File: src/rtl/seven_segment_pkg.sv
`default_nettype none
// ============================================================================
//  Module      : seven_segment_pkg
//  Description : Shared types, off-state constants and the hex-to-segment map
//                used by the static decoder and the multiplexed driver.
//  Revision    : 1.0 - initial release
// ============================================================================
package seven_segment_pkg;

    typedef logic [7:0] seg_t;

    // Active-low outputs: all ones means every segment / digit is dark.
    localparam seg_t       SEG_OFF   = 8'hFF;
    localparam logic [7:0] ANODE_OFF = 8'hFF;

    // Active-low segment pattern, bit order g..a (bit 6 = g, bit 0 = a).
    function automatic logic [6:0] hex_to_seg(input logic [3:0] hex);
        logic [6:0] seg;
        case (hex)
            4'h0:    seg = 7'b1000000;
            4'h1:    seg = 7'b1111001;
            4'h2:    seg = 7'b0100100;
            4'h3:    seg = 7'b0110000;
            4'h4:    seg = 7'b0011001;
            4'h5:    seg = 7'b0010010;
            4'h6:    seg = 7'b0000010;
            4'h7:    seg = 7'b1111000;
            4'h8:    seg = 7'b0000000;
            4'h9:    seg = 7'b0010000;
            4'hA:    seg = 7'b0001000;
            4'hB:    seg = 7'b0000011;
            4'hC:    seg = 7'b1000110;
            4'hD:    seg = 7'b0100001;
            4'hE:    seg = 7'b0000110;
            default: seg = 7'b0001110;
        endcase
        return seg;
    endfunction

endpackage
`default_nettype wire

File: src/rtl/seven_segment_mux_decoder.sv
`default_nettype none
// ============================================================================
//  Module      : seven_segment
//  Description : Combinational hex nibble to active-low seven-segment decoder
//                (segments g..a), the same map as the static display path.
//  Revision    : 1.0 - initial release
// ============================================================================
module seven_segment
    import seven_segment_pkg::*;
(
    input  logic [3:0] hex,
    output logic [6:0] seg
);

    // Pure lookup, no state.
    assign seg = hex_to_seg(hex);

endmodule
`default_nettype wire

File: src/rtl/seven_segment_mux.sv
`default_nettype none
// ============================================================================
//  Module      : seven_segment_mux
//  Description : Time-multiplexed common-anode N-digit driver with per-slot
//                ghosting guard, frame-coherent input shadowing, blanking,
//                decimal points and optional leading-zero suppression.
//  Revision    : 1.0 - initial release
// ============================================================================
module seven_segment_mux
    import seven_segment_pkg::*;
#(
    parameter int NUM_DIGITS   = 4,
    parameter int DIGIT_CYCLES = 100000,
    parameter int GUARD_CYCLES = 1000
)(
    input  logic                    clk,
    input  logic                    reset,
    input  logic [4*NUM_DIGITS-1:0] data,
    input  logic [NUM_DIGITS-1:0]   dp_in,
    input  logic [NUM_DIGITS-1:0]   blank,
    input  logic                    lz_suppress,
    output logic [7:0]              segment,
    output logic [NUM_DIGITS-1:0]   anode,
    output logic                    frame_start
);

    localparam int CNT_W = $clog2(DIGIT_CYCLES);
    localparam int IDX_W = (NUM_DIGITS > 1) ? $clog2(NUM_DIGITS) : 1;

    localparam logic [CNT_W-1:0] c_cnt_last = CNT_W'(DIGIT_CYCLES - 1);
    localparam logic [CNT_W-1:0] c_guard    = CNT_W'(GUARD_CYCLES);
    localparam logic [IDX_W-1:0] c_idx_last = IDX_W'(NUM_DIGITS - 1);

    // Reject illegal configurations at elaboration.
    if (NUM_DIGITS < 1 || NUM_DIGITS > 8 || DIGIT_CYCLES < 2 ||
        GUARD_CYCLES < 1 || GUARD_CYCLES > DIGIT_CYCLES - 1) begin : g_param_check
        $error("seven_segment_mux: parameter out of legal range");
    end

    logic [CNT_W-1:0]          r_cnt;
    logic [IDX_W-1:0]          r_idx;
    logic [4*NUM_DIGITS-1:0]   r_data;
    logic [NUM_DIGITS-1:0]     r_dp;
    logic [NUM_DIGITS-1:0]     r_blank;
    logic                      r_lz;

    logic                      w_load;
    logic [3:0]                w_nibble;
    logic                      w_dp;
    logic                      w_blank;
    logic                      w_zero;
    logic                      w_run;
    logic [NUM_DIGITS-1:0]     w_zero_from;
    logic [NUM_DIGITS-1:0]     w_anode_sel;
    logic [6:0]                w_dec;
    logic [7:0]                w_seg_next;
    logic [NUM_DIGITS-1:0]     w_anode_next;

    // Shadow load happens once per frame, at the first cycle of digit 0.
    assign w_load = (r_idx == '0) && (r_cnt == '0);

    // Slot counter and round-robin digit index.
    always_ff @(posedge clk or posedge reset) begin
        if (reset) begin
            r_cnt <= '0;
            r_idx <= '0;
        end else if (r_cnt == c_cnt_last) begin
            r_cnt <= '0;
            r_idx <= (r_idx == c_idx_last) ? '0 : r_idx + 1'b1;
        end else begin
            r_cnt <= r_cnt + 1'b1;
        end
    end

    // Frame-coherent shadow of all display inputs; blanked until first load.
    always_ff @(posedge clk or posedge reset) begin
        if (reset) begin
            r_data  <= '0;
            r_dp    <= '0;
            r_blank <= '1;
            r_lz    <= 1'b0;
        end else if (w_load) begin
            r_data  <= data;
            r_dp    <= dp_in;
            r_blank <= blank;
            r_lz    <= lz_suppress;
        end
    end

    // w_zero_from[i]: nibble i and every more-significant nibble are zero.
    always_comb begin
        w_zero_from = '0;
        w_run       = 1'b1;
        for (int i = NUM_DIGITS - 1; i >= 0; i--) begin
            w_run          = w_run && (r_data[4*i +: 4] == 4'h0);
            w_zero_from[i] = w_run;
        end
    end

    // Select the current digit's shadow fields and its anode pattern.
    always_comb begin
        w_nibble    = 4'h0;
        w_dp        = 1'b0;
        w_blank     = 1'b1;
        w_zero      = 1'b0;
        w_anode_sel = ANODE_OFF[NUM_DIGITS-1:0];
        for (int i = 0; i < NUM_DIGITS; i++) begin
            if (r_idx == IDX_W'(i)) begin
                w_nibble       = r_data[4*i +: 4];
                w_dp           = r_dp[i];
                w_blank        = r_blank[i];
                w_zero         = w_zero_from[i];
                w_anode_sel[i] = 1'b0;
            end
        end
    end

    seven_segment u_decoder (
        .hex (w_nibble),
        .seg (w_dec)
    );

    // Next-output decision: dark during guard, otherwise blank/suppress/decode.
    always_comb begin
        w_seg_next   = SEG_OFF;
        w_anode_next = ANODE_OFF[NUM_DIGITS-1:0];
        if (r_cnt >= c_guard) begin
            w_anode_next = w_anode_sel;
            if (w_blank) begin
                w_seg_next = SEG_OFF;
            end else if (r_lz && (r_idx != '0) && w_zero) begin
                w_seg_next = {~w_dp, 7'h7F};
            end else begin
                w_seg_next = {~w_dp, w_dec};
            end
        end
    end

    // Registered pin drivers; frame_start marks the cycle after a load.
    always_ff @(posedge clk or posedge reset) begin
        if (reset) begin
            segment     <= SEG_OFF;
            anode       <= ANODE_OFF[NUM_DIGITS-1:0];
            frame_start <= 1'b0;
        end else begin
            segment     <= w_seg_next;
            anode       <= w_anode_next;
            frame_start <= w_load;
        end
    end

endmodule
`default_nettype wire

File: config.mk
export PLATFORM = sky130hd
export DESIGN_NAME = seven_segment_mux
export DESIGN_NICKNAME = d
export VERILOG_FILES = /design/src/rtl/seven_segment_pkg.sv /design/src/rtl/seven_segment_mux_decoder.sv /design/src/rtl/seven_segment_mux.sv
export SDC_FILE = /design/constraint.sdc
export NUM_CORES = 1
export LEC_CHECK = 0
export ABC_AREA = 1
export CAP_MARGIN = 20
export CORE_MARGIN = 4
export CORE_UTILIZATION = 55
export CTS_BUF_LIST = sky130_fd_sc_hd__clkbuf_2
export CTS_CLUSTER_DIAMETER = 100
export DETAILED_ROUTE_END_ITERATION = 6
export MAX_ROUTING_LAYER = met4
export PLACE_DENSITY = 0.85
export SLEW_MARGIN = 25
export SYNTH_ARGS = -nofsm -noshare
export SYNTH_HDL_FRONTEND = slang
export SYNTH_SLANG_ARGS = --single-unit
File: constraint.sdc
create_clock -name clk -period 2.29 [get_ports clk]
set_clock_uncertainty 0.15 [all_clocks]
set_input_delay 0.3435 -clock clk [delete_from_list [all_inputs] [get_ports clk]]
set_output_delay 0.3435 -clock clk [all_outputs]
set_load 0.02 [all_outputs]
# Word-level counts from Yosys, hierarchy flattened
# Memory sizes are Yosys's and may differ from the RTL's.
# Index checks and enable logic that the tools add are counted.
# op_classes
addsub	2
n_lt_le_gt_ge	1
eq_ne	4
muxes	26
bitwise_logic	1
reduce_logical	13
# ops
operator	count
$mux W4	5
$add A17 B1 Y17 const B	1
$eq A17 B17 Y1 const B	1
$ge A17 B10 Y1 const B	1
$logic_not A17 Y1	1
$mux W17	1
$logic_not A4 Y1	4
$mux W1	16
$mux W8	2
$mux W7	1
$logic_and A1 B1 Y1	6
$eq A2 B2 Y1 const B	2
$add A2 B1 Y2 const B	1
$eq A2 B1 Y1 const B	1
$logic_not A2 Y1	1
$mux W2	1
$reduce_bool A2 Y1	1
$not A1 Y1	1
# totals
ff_bits	57
romBits	112
in_bits	27
out_inout_bits	13
elab_cells	57
memories	1
# mem_list
name	depth	width	read_ports	rd_ports_with_merged_regs	write_ports	line	source
(no name shown)	16	7	1	0	0	seven_segment_pkg.sv:19	case (hex)

# Logic depth before layout (Yosys ltp)
# Gate-level depths: netlist of run 1.
# logic_depth
ltp_word	12
depth_mapped	16
depth_no_buf	15

# Cells and area by module
# Synthesis of run 1 repeated with hierarchy kept, for this count alone.
# hier_totals
cells_unflattened	391
area_unflattened_um2	3088.0
# by_module_without_submodules
module	n_inst	cells_per_inst	area_each_um2	seq_area_each_um2
seven_segment_mux	1	342	2813.9	1446.4
seven_segment	1	49	274.0	0.0

# Least setup slack after synthesis of run 1
# No wires, ideal clock.
# synth_path
kind	register -> register
from	register r_idx[0]
to	register segment[3]
setup_time_ps	84
t_arrival_ps	1873
required_ps	2056
slack_ps	184
stages_incl_launch_ff	15
path_buffers	1
period_less_slack_ps	2106
path_cell_list	dfrtp_1 -> ha_1 -> buf_2 -> inv_2 -> nand2_1 -> nand3_1 -> nand2_1 -> nand2_1 -> inv_1 -> ha_1 -> nand3b_1 -> nand3_1 -> nand2_1 -> inv_1 -> nand2_1
# synth_via
elab_chain_cells	9
elab_cells_between_ends	23
classes_between	3 x eq/ne; 15 x mux; 4 x reduce/logical; 1 x memory
# synth_lines
element	line	source
start, declared	seven_segment_mux.sv:41	logic [IDX_W-1:0] r_idx;
start signal, assigned	seven_segment_mux.sv:69	r_idx <= (r_idx == c_idx_last) ? '0 : r_idx + 1'b1;
$logic_not A2 Y1	seven_segment_mux.sv:108	if (r_idx == IDX_W'(i)) begin
$mux W4 / $mux W1 (equally long branches) (4 in series)	seven_segment_mux.sv:108	
$mem_v2 Z16 W7 / $logic_and A1 B1 Y1 (equally long branches)	--	
$mux W7	seven_segment_mux.sv:131	end else if (r_lz && (r_idx != '0) && w_zero) begin
$mux W8 (*)	seven_segment_mux.sv:129	if (w_blank) begin
$mux W8 (*)	seven_segment_mux.sv:127	if (r_cnt >= c_guard) begin
named net w_seg_next[3]	seven_segment_mux.sv:56	logic [7:0] w_seg_next;
end signal, assigned	seven_segment_mux.sv:146	segment <= w_seg_next;
end, declared	seven_segment_mux.sv:22	output logic [7:0] segment,
# Mark *: on every way through the listed nets, which the timed path passes. The rest lies on a longest branch.
# A chain may end at the register's enable or synchronous reset.

# Final worst setup path of run 1
# layout_path
from	register anode[3]
to	output anode[3]
# layout_rtl
element	line	source
start, declared	seven_segment_mux.sv:23	output logic [NUM_DIGITS-1:0] anode,
start signal, assigned	seven_segment_mux.sv:143	anode <= ANODE_OFF[NUM_DIGITS-1:0];
start signal, assigned	seven_segment_mux.sv:147	anode <= w_anode_next;
# No word-level cell between the ends.

==> results.yml, run 1 <==
status:
  status: "finished, final reports clean"
cells_and_area:
  area_growth_pct: 20.7
  fillers: 473
  nets: 489
  antenna_cells: 0
  layout.cells.non_filler: 526
  final-seq-area_um2: 1450
  mostFrequentLayoutCells: "nand2_1, inv_1, dfrtp_1"
  fin_util_pct: 68.2
  multiInputGateArea_um2: 1440
  drive_above_1_share_pct: 15.2
  mostFrequentLayoutCell: "nand2_1"
timing:
  fin_crit_sh_pct: 93.5
  slew_viol_final: 0
  worst_pin_slew_ns: 0.464
  hold_viol: 0
  finalSetupViolations: 0
  max_slew_margin_pct: 68.8
  fin_setup_tns_ns: 0
  rsz0062_at_grt: "false"
  period_needed_ns: 2.14
  clock.fmax_mhz: 467
critical_path:
  worstSetupPathType: "reg2out"
  cp_top_family: "buffers and inverters"
  crit_buf_inv: 1
  critical_path_arrival_ns: 1.65
  cpMaxStageDelayCell: "clkdlybuf4s50_1"
  cp_max_fo: 1
  crit_chain: "clkdlybuf4s50_1"
  cp-end-kind: "output pin"
  worst_ep_required_time_ns: 1.80
  critPathLaunchType: "register"
  slowest_delay_ns: 0.59
clock_tree:
  clk_latency_ns: 0.52
  clkTransAtPathRegs_ns: 0.17
  cts.sinks: 57
  cts_setup_buffers: 0
  cts_buffer_depth: 2
  cts_resized: 0
  htree_levels: 3
  cts_root_buffer: "clkbuf_2"
  cts-buffers-inserted: 9
  hold_buffers: 0
  cts_tree: "done"
route:
  initialDrtViolationCount: 231
  route.vias.total: 2647
  postRouteAntennaNets: 0
  wl_per_cell_um: 12.5
  vias_per_cell: 5.03
  totalWireLength_um: 6590
  firstDrtPassIters: 5
  drc: 0
pwr:
  power_per_cell_area_nw_per_um2: 492
  power_switching_uw: 469
  seqPwrFrac_pct: 57.1
  p_clk_share_pct: 34.7
  ir_drop_mv: 0.342
  internal_power_mw: 1.37
  p_leak_nw: 1.84
  combPwrFrac_pct: 8.2
  p_sw_share_pct: 25.5
die:
  rows: 27
  ios: 40
  die_area_um2: 6880
  coreArea_um2: 5470
  start_util_pct: 56.5
  die_h_um: 83.0
  fp.dieW_um: 83.0
placement:
  dp.cells: 510
  portBuffers: 39
  gp_congestion: 0.914
  hpwl_um: 4730
grt:
  grt_pass1_vias: 2562
  overflow: 0
  grt_usage_pct: 20.7
  antenna_found_initial: 0
  grt_pass1_wl_um: 11300
  grt_start_max_net_pins: 58
synthesis:
  syn_avg_cell_area_um2: 7.71
  synth_seq_area_share_pct: 46.8
  synthDistinctLibCells: 31
  synth_seq_cells: 57
  synthesis.nets: 441
  netlist_area_um2: 3090
  syn_inst: 401
  yosys_warnings: 0
run:
  cap_violations: 0
hold_path:
  hold_class: "in2async"
-- final cells by class --
cell class                 count  share of cell area, %
multi-input combinational    281                   38.5
inverter                      56                   5.73
clock inverter                 4                   1.17
clock buffer                  12                   1.61
tap                           72                   2.41
timing repair buffer          44                   11.8
sequential                    57                   38.8
-- cell families (layout without fill, tap and decap cells) --
group           count (synthesis)  count (layout)  synth area share (%)
compound gates                 33              33                  6.19
xor+xnor                        6               6                  1.70
fa+ha+maj                      13              13                  5.26
buf+inv                        63             116                  8.38
flops                          57              57                  46.8
simple gates                  229             229                  31.7
-- power groups by stage --
| stage | logic [mW] | clock network, mW | registers, mW |
|---|---|---|---|
| final | 0.151 | 0.637 | 1.05 |
| after global routing | 0.174 | 0.681 | 1.05 |
| after CTS | 0.151 | 0.637 | 1.05 |
| after detailed placement | 0.150 | 0 | 1.07 |
| after global placement | 0.146 | 0 | 1.07 |
| after floorplan | 0.0794 | 0 | 1.06 |
-- worst paths after layout --
kind / slack (ns) / start / cells past startpoint / endpoint
worst min register to register: 0.33 / r_blank[1]$_DFFE_PP1P_ / 2 / r_blank[1]$_DFFE_PP1P_
worst max register to register: 0.15 / r_idx[1]$_DFFE_PP0N_ / 14 / segment[3]$_DFF_PP1_
worst min-delay path: 0.02 / reset / 3 / r_cnt[8]$_DFF_PP0_
worst max-delay path: 0.15 / anode[3]$_DFF_PP1_ / 1 / anode[3]
max in group asynchronous: 1.66 / reset / 3 / anode[2]$_DFF_PP1_
min in group clk: 0.17 / blank[0] / 3 / r_blank[0]$_DFFE_PP1P_
-- per-stage QoR --
step,hold WS (ns),instance area [µm²],setup slack (ns),power (mW)
floorplan,0.281,3090,0.184,1.14
global placement,0.305,3570,0.140,1.21
detailed placement,0.313,3570,0.0471,1.22
CTS,0.0493,3680,0.00846,1.84
global route,0.0741,3730,0.00748,1.91
finish,0.0247,3730,0.150,1.84
-- metal layers --
layer	share of wire, %	global-route usage [%]
met2	46	30.9
met1	47	27.0
met5	0	-
met4	2.5	8.62
met3	5.3	4.96
-- worst register-to-register path, cell delays in order (launching register included) --
cell	delay, ns
dfrtp_1	0.47
inv_2	0.10
ha_4	0.20
inv_2	0.10
nand2_1	0.06
nand3_1	0.07
nand2_1	0.05
nand2_1	0.07
inv_1	0.08
ha_1	0.29
nand3b_1	0.18
nand3_1	0.11
nand2_1	0.05
inv_1	0.04
nand2_1	0.04
-- registers in the layout, indices dropped and copies added (netlist names) --
signal       flops
anode            4
r_data          16
r_cnt           17
r_idx            2
r_lz             1
frame_start      1
r_dp             4
r_blank          4
segment          8
-- synth_stat cells (all sizes together) --
master / instances / share of area, %
xor2: 6 / 1.7
nand2: 150 / 19
nor3: 9 / 2.1
nand4: 9 / 1.8
o21ai: 20 / 3.7
inv: 55 / 6.7
clkbuf: 1 / 0.12
nand3b: 2 / 0.49
clkinv: 1 / 0.16
nor4: 4 / 1.0
dfstp: 16 / 14
nor2: 36 / 4.5
a21oi: 13 / 2.5
nand3: 19 / 3.2
buf: 6 / 1.4
ha: 13 / 5.3
dfrtp: 41 / 33
No activity file was read; power rests on OpenSTA's default activity.
==> run 2, diff against run 1 <==
--- a/config.mk
+++ b/config.mk
@@ -12,6 +12,7 @@
 export CTS_BUF_LIST = sky130_fd_sc_hd__clkbuf_2
 export CTS_CLUSTER_DIAMETER = 100
 export DETAILED_ROUTE_END_ITERATION = 6
+export HOLD_SLACK_MARGIN = 0.12
 export MAX_ROUTING_LAYER = met4
 export PLACE_DENSITY = 0.85
 export SLEW_MARGIN = 25
==> run 2 against run 1 <==
Core utilization grew 0.18 points. Sequential power about the same. Clock power down 0.8%. Maximum frequency up 0.29%. Global-route usage unchanged. Critical path depth stayed put. Cell area rose by 0.27%. Register-to-register slack better by 0.02 ns. Combinational power about the same. Flip-flop and latch count did not move. Critical path type unchanged. Critical endpoint unchanged. Largest power group unchanged.
==> results.yml, run 2 (synthesis results as in run 1) <==
grt:
  antenna_found_initial: 0
  overflow: 0
  grt_usage_pct: 20.7
  grt_pass1_vias: 2565
  grt_use_met2_pct: 30.9
  grt_pass1_wl_um: 11300
  gr-usage-met1_pct: 27.0
  grt-busiest-layer: "met2"
  grt_start_max_net_pins: 58
  grt_use_met3_pct: 4.96
placement:
  place_ws_ns: 0.0471
  dp.cells: 510
  portBuffers: 39
  gp_congestion: 0.914
  post_dp_cell_area_um2: 3570
  hpwl_um: 4730
clock_tree:
  cts.sinks: 57
  cts_root_buffer: "clkbuf_2"
  htree_levels: 3
  clk_latency_ns: 0.51
  clkTransAtPathRegs_ns: 0.16
  cts_buffer_depth: 2
  cts_tree: "done"
  cts-buffers-inserted: 9
pwr:
  p_sw_share_pct: 25.3
  combPwrFrac_pct: 8.3
  p_clk_share_pct: 34.5
  p_leak_nw: 1.84
  ir_drop_mv: 0.342
  internal_power_mw: 1.37
  power_switching_uw: 464
  seqPwrFrac_pct: 57.2
  power.total_mw: 1.83
  power_per_cell_area_nw_per_um2: 490
critical_path:
  critical_path.endpoint: "anode[3]"
  worst_ep_required_time_ns: 1.80
  cp_max_fo: 1
  crit_buf_inv: 1
  reg2reg_from: "r_idx[1]$_DFFE_PP0N_"
  timing.reg2reg.worst_path_depth: 14
  cp-end-kind: "output pin"
  rrSetupSlack_ns: 0.17
  critPathLaunchType: "register"
  slowest_delay_ns: 0.59
  worstReg2RegEnd: "segment[3]$_DFF_PP1_"
  cp_top_family: "buffers and inverters"
  crit_chain: "clkdlybuf4s50_1"
  path_depth: 1
  cpMaxStageDelayCell: "clkdlybuf4s50_1"
  startpoint: "anode[3]$_DFF_PP1_"
  critical_path_arrival_ns: 1.64
  worstSetupPathType: "reg2out"
route:
  route.vias.total: 2659
  initialDrtViolationCount: 255
  postRouteAntennaNets: 0
  wl_per_cell_um: 12.4
  drc: 0
  vias_per_cell: 5.05
  totalWireLength_um: 6560
  firstDrtPassIters: 5
timing:
  period_needed_ns: 2.13
  rsz0062_at_grt: "false"
  setup_slack_ns: 0.156
  finalSetupViolations: 0
  worst_pin_slew_ns: 0.476
  clock.fmax_mhz: 469
  fin_crit_sh_pct: 93.2
  fin_setup_tns_ns: 0
  worst_hold_slack_ns: 0.188
  slew_viol_final: 0
  max_slew_margin_pct: 68.0
  hold_viol: 0
run:
  cap_violations: 0
cells_and_area:
  drive_above_1_share_pct: 15.2
  fin_util_pct: 68.4
  mostFrequentLayoutCells: "nand2_1, inv_1, dfrtp_1"
  layout.cells.non_filler: 527
  regMostFlops: "r_cnt"
  antenna_cells: 0
  mostFrequentLayoutCell: "nand2_1"
  area_growth_pct: 21.0
  fillers: 472
  largest_reg_flops: 17
  largestRegisters: "r_cnt x17, r_data x16, segment x8"
  nets: 490
  final_area_um2: 3740
die:
  fp.dieW_um: 83.0
  start_util_pct: 56.5
  coreArea_um2: 5470
  die_h_um: 83.0
  rows: 27
  die_area_um2: 6880
  ios: 40
status:
  status: "finished, final reports clean"
hold_path:
  hold_class: "in2reg"
==> run 2: power by group through the flow <==
stage	logic, mW	clock network, mW	registers [mW]
CTS	0.153	0.637	1.05
floorplan	0.0794	0	1.06
global placement	0.146	0	1.07
finish	0.153	0.632	1.05
detailed placement	0.150	0	1.07
global route	0.175	0.681	1.05
==> run 2: routing by layer <==
layer	vias up	share of wire, %
met1	1188	46
li1	1361	-
met2	90	46
met3	20	6.1
met4	0	2.6
met5	-	0
==> run 2: final cells by class <==
class | instances | area (µm²) | share of cell area, %
sequential | 57 | 1450 | 38.7
multi-input combinational | 281 | 1440 | 38.4
timing repair buffer | 45 | 450 | 12.0
inverter | 56 | 214 | 5.72
tap | 72 | 90.1 | 2.41
clock buffer | 12 | 60.1 | 1.60
clock inverter | 4 | 43.8 | 1.17
==> run 2: repair_timing <==
action                                  4_1_cts  5_1_grt
endpoints found under the hold margin        41        0
hold buffers                                  1        0
gates resized for setup                       0       14
setup buffers                                 0        0
endpoints found under the setup margin        0        7
==> run 2: worst reg2reg max path, cell delays in order (launching register included) <==
cell and delay (ns):
dfrtp_1 0.46, inv_2 0.10, ha_4 0.20, inv_2 0.10, nand3_1 0.07, nand2_1 0.08, nand2_1 0.05, nand2_1 0.08
inv_2 0.07, ha_1 0.27, nand3b_1 0.18, nand3_1 0.11, nand2_1 0.05, inv_1 0.04, nand2_1 0.04
==> run 2: how the worst min path moves through the flow <==
stage / slack (ns) / startpoint / endpoint / cells past startpoint
6_report: 0.19 / blank[3] / r_blank[3]$_DFFE_PP1P_ / 3
5_1_grt: 0.16 / blank[3] / r_blank[3]$_DFFE_PP1P_ / 3
4_1_cts: 0.16 / blank[0] / r_blank[0]$_DFFE_PP1P_ / 3
3_5_place_dp: 0.31 / r_blank[1]$_DFFE_PP1P_ / r_blank[1]$_DFFE_PP1P_ / 2
3_3_place_gp: 0.30 / r_cnt[0]$_DFF_PP0_ / r_cnt[0]$_DFF_PP0_ / 1
2_1_floorplan: 0.28 / r_cnt[0]$_DFF_PP0_ / r_cnt[0]$_DFF_PP0_ / 1
